File: src/rtl/rng_address_requester_if.sv
// Handshake bundle between the rng address requester (master) and the rng address responder (slave).
`timescale 1ns/1ps
interface rng_address_requester_if;
   logic        rng_nreset;
   logic        start_rng_address;
   logic [15:0] which;
   logic [15:0] count;
   logic [15:0] rng_address;
   logic        done_rng_address;

   modport master (
      output rng_nreset, start_rng_address, which, count,
      input  rng_address, done_rng_address
   );

   modport slave (
      input  rng_nreset, start_rng_address, which, count,
      output rng_address, done_rng_address
   );
endinterface

File: src/rtl/rng_address_requester.sv
// Requests a random neighbour address: steps an LFSR, re-arms and launches the responder,
// waits for its result (with timeout) and returns it as a one-cycle strobe.
//
//  state  | meaning
//  -------+----------------------------------------------------------
//  IDLE   | waiting for start; seed loads honoured here
//  ARM    | responder held in reset for ARM_CYCLES cycles
//  LAUNCH | one-cycle start_rng_address pulse
//  WAIT   | waiting for done_rng_address or timeout
//  DONE   | issue done/error/selected_index, then back to IDLE
`timescale 1ns/1ps
module rng_address_requester #(
   parameter logic [15:0] LFSR_SEED  = 16'hACE1,
   parameter int          ARM_CYCLES = 2,
   parameter int          TIMEOUT    = 1024
) (
   input  logic                          clock,
   input  logic                          reset,
   input  logic                          start,
   input  logic [15:0]                   betterNeighborCount,
   input  logic                          seed_load,
   input  logic [15:0]                   seed_value,
   rng_address_requester_if.master       rsp,
   output logic [15:0]                   selected_index,
   output logic                          done,
   output logic                          error,
   output logic                          busy
);

   localparam int AW = $clog2(ARM_CYCLES + 1);
   localparam int TW = $clog2(TIMEOUT + 1);
   localparam logic [AW-1:0] ARM_LOAD = AW'(ARM_CYCLES - 1);
   localparam logic [TW-1:0] TMO_LOAD = TW'(TIMEOUT - 1);

   typedef enum logic [2:0] {IDLE, ARM, LAUNCH, WAIT, DONE} state_t;

   state_t        state;
   logic [15:0]   lfsr;
   logic [15:0]   lfsr_next;
   logic [AW-1:0] arm_cnt;
   logic [TW-1:0] tmo_cnt;
   logic [15:0]   captured;
   logic          err_pend;

   assign lfsr_next = {1'b0, lfsr[15:1]} ^ (lfsr[0] ? 16'hB400 : 16'h0000);

   always_ff @(posedge clock) begin
      if (reset) begin
         state                 <= IDLE;
         lfsr                  <= LFSR_SEED;
         arm_cnt               <= '0;
         tmo_cnt               <= '0;
         captured              <= '0;
         err_pend              <= 1'b0;
         rsp.rng_nreset        <= 1'b0;
         rsp.start_rng_address <= 1'b0;
         rsp.which             <= '0;
         rsp.count             <= '0;
         selected_index        <= '0;
         done                  <= 1'b0;
         error                 <= 1'b0;
         busy                  <= 1'b0;
      end else begin
         done                  <= 1'b0;
         error                 <= 1'b0;
         rsp.start_rng_address <= 1'b0;
         case (state)
            IDLE: begin
               rsp.rng_nreset <= 1'b1;
               if (start) begin
                  lfsr      <= lfsr_next;
                  rsp.which <= lfsr_next;
                  rsp.count <= betterNeighborCount;
                  busy      <= 1'b1;
                  // a zero modulus would never terminate in the responder, so never launch it
                  if (betterNeighborCount == 16'd0) begin
                     err_pend <= 1'b1;
                     state    <= DONE;
                  end else begin
                     err_pend       <= 1'b0;
                     rsp.rng_nreset <= 1'b0;
                     arm_cnt        <= ARM_LOAD;
                     state          <= ARM;
                  end
               end else if (seed_load) begin
                  lfsr <= (seed_value == 16'd0) ? LFSR_SEED : seed_value;
               end
            end
            ARM: begin
               if (arm_cnt == '0) begin
                  rsp.rng_nreset        <= 1'b1;
                  rsp.start_rng_address <= 1'b1;
                  state                 <= LAUNCH;
               end else begin
                  arm_cnt <= arm_cnt - 1'b1;
               end
            end
            LAUNCH: begin
               tmo_cnt <= TMO_LOAD;
               state   <= WAIT;
            end
            WAIT: begin
               if (rsp.done_rng_address) begin
                  captured <= rsp.rng_address;
                  state    <= DONE;
               end else if (tmo_cnt == '0) begin
                  err_pend <= 1'b1;
                  state    <= DONE;
               end else begin
                  tmo_cnt <= tmo_cnt - 1'b1;
               end
            end
            DONE: begin
               done           <= 1'b1;
               error          <= err_pend;
               selected_index <= err_pend ? 16'd0 : captured;
               busy           <= 1'b0;
               state          <= IDLE;
            end
            default: state <= IDLE;
         endcase
      end
   end

endmodule

File: src/flat_wrapper.sv
// flat-port wrapper written by rule: the top's interface ports become plain ports
module rng_address_requester_flat 
#(
   parameter logic [15:0] LFSR_SEED  = 16'hACE1,
   parameter int          ARM_CYCLES = 2,
   parameter int          TIMEOUT    = 1024
)
  (clock, reset, start, betterNeighborCount, seed_load, seed_value, selected_index, done, error, busy, rsp_rng_nreset, rsp_start_rng_address, rsp_which, rsp_count, rsp_rng_address, rsp_done_rng_address);
  rng_address_requester_if rsp_i ();
  input  logic clock;
  input  logic reset;
  input  logic start;
  input  logic [15:0] betterNeighborCount;
  input  logic seed_load;
  input  logic [15:0] seed_value;
  output logic [15:0] selected_index;
  output logic done;
  output logic error;
  output logic busy;
  output wire logic [$bits(rsp_i.rng_nreset)-1:0] rsp_rng_nreset;
  output wire logic [$bits(rsp_i.start_rng_address)-1:0] rsp_start_rng_address;
  output wire logic [$bits(rsp_i.which)-1:0] rsp_which;
  output wire logic [$bits(rsp_i.count)-1:0] rsp_count;
  input wire logic [$bits(rsp_i.rng_address)-1:0] rsp_rng_address;
  input wire logic [$bits(rsp_i.done_rng_address)-1:0] rsp_done_rng_address;
  assign rsp_rng_nreset = rsp_i.rng_nreset;
  assign rsp_start_rng_address = rsp_i.start_rng_address;
  assign rsp_which = rsp_i.which;
  assign rsp_count = rsp_i.count;
  assign rsp_i.rng_address = rsp_rng_address;
  assign rsp_i.done_rng_address = rsp_done_rng_address;
  rng_address_requester #(.LFSR_SEED(LFSR_SEED), .ARM_CYCLES(ARM_CYCLES), .TIMEOUT(TIMEOUT)) u_core (.clock(clock), .reset(reset), .start(start), .betterNeighborCount(betterNeighborCount), .seed_load(seed_load), .seed_value(seed_value), .rsp(rsp_i), .selected_index(selected_index), .done(done), .error(error), .busy(busy));
endmodule
File: config.mk
export PLATFORM = sky130hd
export DESIGN_NAME = rng_address_requester_flat
export DESIGN_NICKNAME = d
export VERILOG_FILES = /design/src/rtl/rng_address_requester_if.sv /design/src/rtl/rng_address_requester.sv /design/src/flat_wrapper.sv
export SDC_FILE = /design/constraint.sdc
export NUM_CORES = 1
export LEC_CHECK = 0
export ABC_AREA = 1
export BUFFER_PORTS_ARGS = -buffer_cell sky130_fd_sc_hd__buf_2
export CAP_MARGIN = 5
export CORE_MARGIN = 2
export CORE_UTILIZATION = 45
export CTS_CLUSTER_DIAMETER = 200
export DETAILED_ROUTE_END_ITERATION = 7
export PLACE_DENSITY = 0.8
export SYNTH_ARGS = -nofsm -noshare
export SYNTH_HDL_FRONTEND = slang
export SYNTH_SLANG_ARGS = --single-unit
File: constraint.sdc
create_clock -name clock -period 1.7 [get_ports clock]
set_input_delay 0.085 -clock clock [delete_from_list [all_inputs] [get_ports clock]]
set_output_delay 0.085 -clock clock [all_outputs]
set_load 0.05 [all_outputs]
==> key figures <==
Status
  • Outcome: finished clean

Critical path
  • Setup CP Type: register to register
  • Worst-path fanout max: 5
  • Critical Path Start Type: register
  • CP Buf/Inv Count: 2
  • CP max stage cell: dfxtp_1
  • WP data required: slightly below 2 ns
  • Setup crit end kind: register
  • Crit path cell chain: inv_1, ha_1, nand2_2, nor2_4, nand3_2, nand2_4, buf_4, o21ai_0, a21oi_1
  • Top delay family on crit path: flip-flops
  • Worst Path Arrival: 1.81 ns
  • CP max stage delay: 0.38 ns

Floorplan
  • Die Ht: between 100 and 150 um
  • Num rows: 35
  • Die Footprint: 10300 sq um
  • Die X: between 100 and 150 um
  • # IOs: about 110
  • Initial core utilization: 0.464
  • Core Area: roughly 9200 sq um

Clock network
  • Clock transition at the registers of the reported paths: 0.11 ns
  • Clk root buf: clkbuf_8
  • CTS Sinks: approximately 100
  • Max Root-Sink Buffers: 2
  • CTS tree: built
  • Total CTS buffers: 9
  • Clk Latency, worst-skew pair: between 0.3 and 0.4 ns
  • CTS H-Tree Depth: 3

STA
  • Final Slew Violations: 0
  • Tcrit/Tclk final: 0.912
  • Fin crit period: roughly 1.6 ns
  • RSZ-0062 raised after global routing: no
  • Fmax: about 650 MHz
  • Setup TNS: 0 ns
  • Fin Hold WS: a little over 0.02 ns
  • Slew @ Worst Pin: roughly 0.42 ns
  • Final Skew: roughly 0.013 ns
  • Slew margin rel.: 0.717
  • Final number of hold-violating endpoints: 0
  • Final setup fails: 0

Power
  • P_leak: approximately 2.4 nW
  • Power per cell area: 1650 nW/um^2
  • Total power: ~9.0 mW
  • Worst vdd ir: between 0.7 and 0.8 mV

Placement
  • DP HPWL: around 7400 um
  • Routability congestion estimate: 0.921
  • # port buffers: between 100 and 150
  • Placed Cells: 791

Detailed routing
  • Vias per cell: approximately 5
  • Routed WL per cell: between 10 and 15 um
  • DRC viols: 0
  • Routed WL: 10600 um
  • TritonRoute pass-1 iters: 5
  • Post-detailed-route count of antenna-violating nets: 0
  • Vias: around 4200
  • Initial detailed-routing violation count: 206

Finish
  • Share of cells above drive strength 1: 0.248
  • Layout Cells excl Fill: 836
  • # diodes: 0
  • Area grow syn2layout: 27.8%
  • Layout net count: 757

Logic synthesis
  • Ys Warns: 0
  • Largest family of logic cells by synthesized area: simple AND/OR/NAND/NOR gates
  • Net count after synthesis: ~630
  • Synth Instances: 570
  • Synth Area in Compound Gates: 0.192
  • Yosys cell types: 32
  • Yosys reg bits: 102
  • Synthesized area per cell: approximately 7.5 sq um
  • XOR/XNOR Fraction of Synth Area: 0.00818
  • Mapped Area: 4280 sq um
  • Simple-Gate Fraction of Synth Area: 0.237
  • Mux contribution to synthesized area: 0
  • Adder-Cell Fraction of Synth Area: 0.00584
  • Sequential share of the synthesized area: 0.477

Worst hold path
  • Worst Hold Class: primary input to register

GRT
  • First-pass GRT wire length: around 17000 um
  • Tot GR Track Use: 0.210
  • Congestion Overflow GR: 0
  • Vias in the first global route: 3956
  • Largest net degree at the start of global routing: 53
  • Initial antenna violation count: 0

Run
  • Max Cap Viol: 0
-- per-layer routing --
metal  part of all wire  up-vias  track usage
li1                   -     2139            -
met1               0.44     1880        0.260
met2               0.48      154        0.353
met3              0.055       16       0.0442
met4              0.021        0       0.0925
met5                  0        -            0
-- layout by cell type, fill, tap and decap left out, drive strengths merged --
cell and count:
a211oi 1, a21oi 69, a31oi 2, buf 123, bufinv 1, clkbuf 9
clkinv 1, clkinvlp 1, dfxtp 102, dlygate4sd3 28, ha 2, inv 58
nand2 95, nand3 43, nand3b 2, nand4 3, nor2 81, nor3 5
o211ai 6, o21a 1, o21ai 52, o31ai 15, or2 3, xnor2 3
xor2 1
-- Yosys cell counts, drive strengths merged --
master | number | share of area
ha | 2 | 0.0058
clkbuf | 15 | 0.013
or2 | 3 | 0.0044
a31oi | 2 | 0.0029
o21ai | 52 | 0.061
nor2 | 81 | 0.077
xnor2 | 3 | 0.0061
a21oi | 69 | 0.088
o31ai | 15 | 0.026
nor3 | 5 | 0.0070
nand3 | 43 | 0.053
dfxtp | 102 | 0.48
nand2 | 95 | 0.088
inv | 54 | 0.047
nand4 | 3 | 0.0044
xor2 | 1 | 0.0020
a211oi | 1 | 0.0018
nand3b | 2 | 0.0035
buf | 15 | 0.020
o211ai | 6 | 0.011
o21a | 1 | 0.0018
-- flip-flops by register name, indices dropped and copies added, names as in the netlist --
name / cells
u_core.rsp.count: 16
u_core.busy: 1
u_core.done: 1
u_core.rsp.which: 16
u_core.tmo_cnt: 11
u_core.err_pend: 1
u_core.selected_index: 16
u_core.rsp.start_rng_address: 1
u_core.state: 3
u_core.rsp.rng_nreset: 1
u_core.captured: 16
u_core.arm_cnt: 2
u_core.error: 1
u_core.lfsr: 16
-- power breakdown --
group	switching (mW)	total, mW	internal (mW)
clock network	0.872	1.59	0.714
registers	0.457	3.46	3.00
logic	2.70	3.99	1.28
-- worst min-delay path: cells and delay by family --
family / cells / cell delay (ns)
buffers and inverters: 2 / 0.11
AND/OR/NAND/NOR: 3 / 0.17
-- area by class of cell --
| cell class | instances | area (sq um) |
|---|---|---|
| well taps | 129 | 161 |
| clock buffers | 9 | 124 |
| clock inverters | 7 | 86.3 |
| flip-flops and latches | 102 | 2040 |
| fillers | 828 | 3760 |
| multi-input cells | 384 | 1900 |
| repair buffers | 151 | 953 |
| inverters | 54 | 205 |
-- per-stage QoR --
stage / cell area, sq um / setup WS (ns) / utilization
CTS: 5460 / 0.128 / 0.591
floorplan: 4280 / 0.281 / -
finish: 5480 / 0.150 / 0.593
detailed placement: 4970 / 0.146 / 0.538
global placement: 4970 / 0.195 / 0.538
global route: 5480 / 0.0288 / 0.593
-- repair_timing --
action / 4_1_cts / 5_1_grt
buffers inserted: 0 / 1
gates resized for setup: 0 / 5
hold endpoints to repair: 28 / 0
hold buffers: 28 / 0
endpoints found under the setup margin: 0 / 11
-- kinds of logic (layout without fill, tap and decap cells) --
kind of cell / Yosys count / in the layout
simple gates: 232 / 232
fa+ha+maj: 2 / 2
flops: 102 / 102
compound gates: 146 / 146
buf+inv: 84 / 221
xor+xnor: 4 / 4
-- final timing paths --
check / start / end / slack, ns / depth (start not counted)
max reg2reg: u_core.tmo_cnt[0] / u_core.tmo_cnt[7] / 0.15 / 9
min reg2reg: u_core.captured[3] / u_core.captured[3] / 0.46 / 2
max: u_core.tmo_cnt[0] / u_core.tmo_cnt[7] / 0.15 / 9
min: seed_value[10] / u_core.lfsr[10] / 0.02 / 5
(Power assumes the default switching activity.)
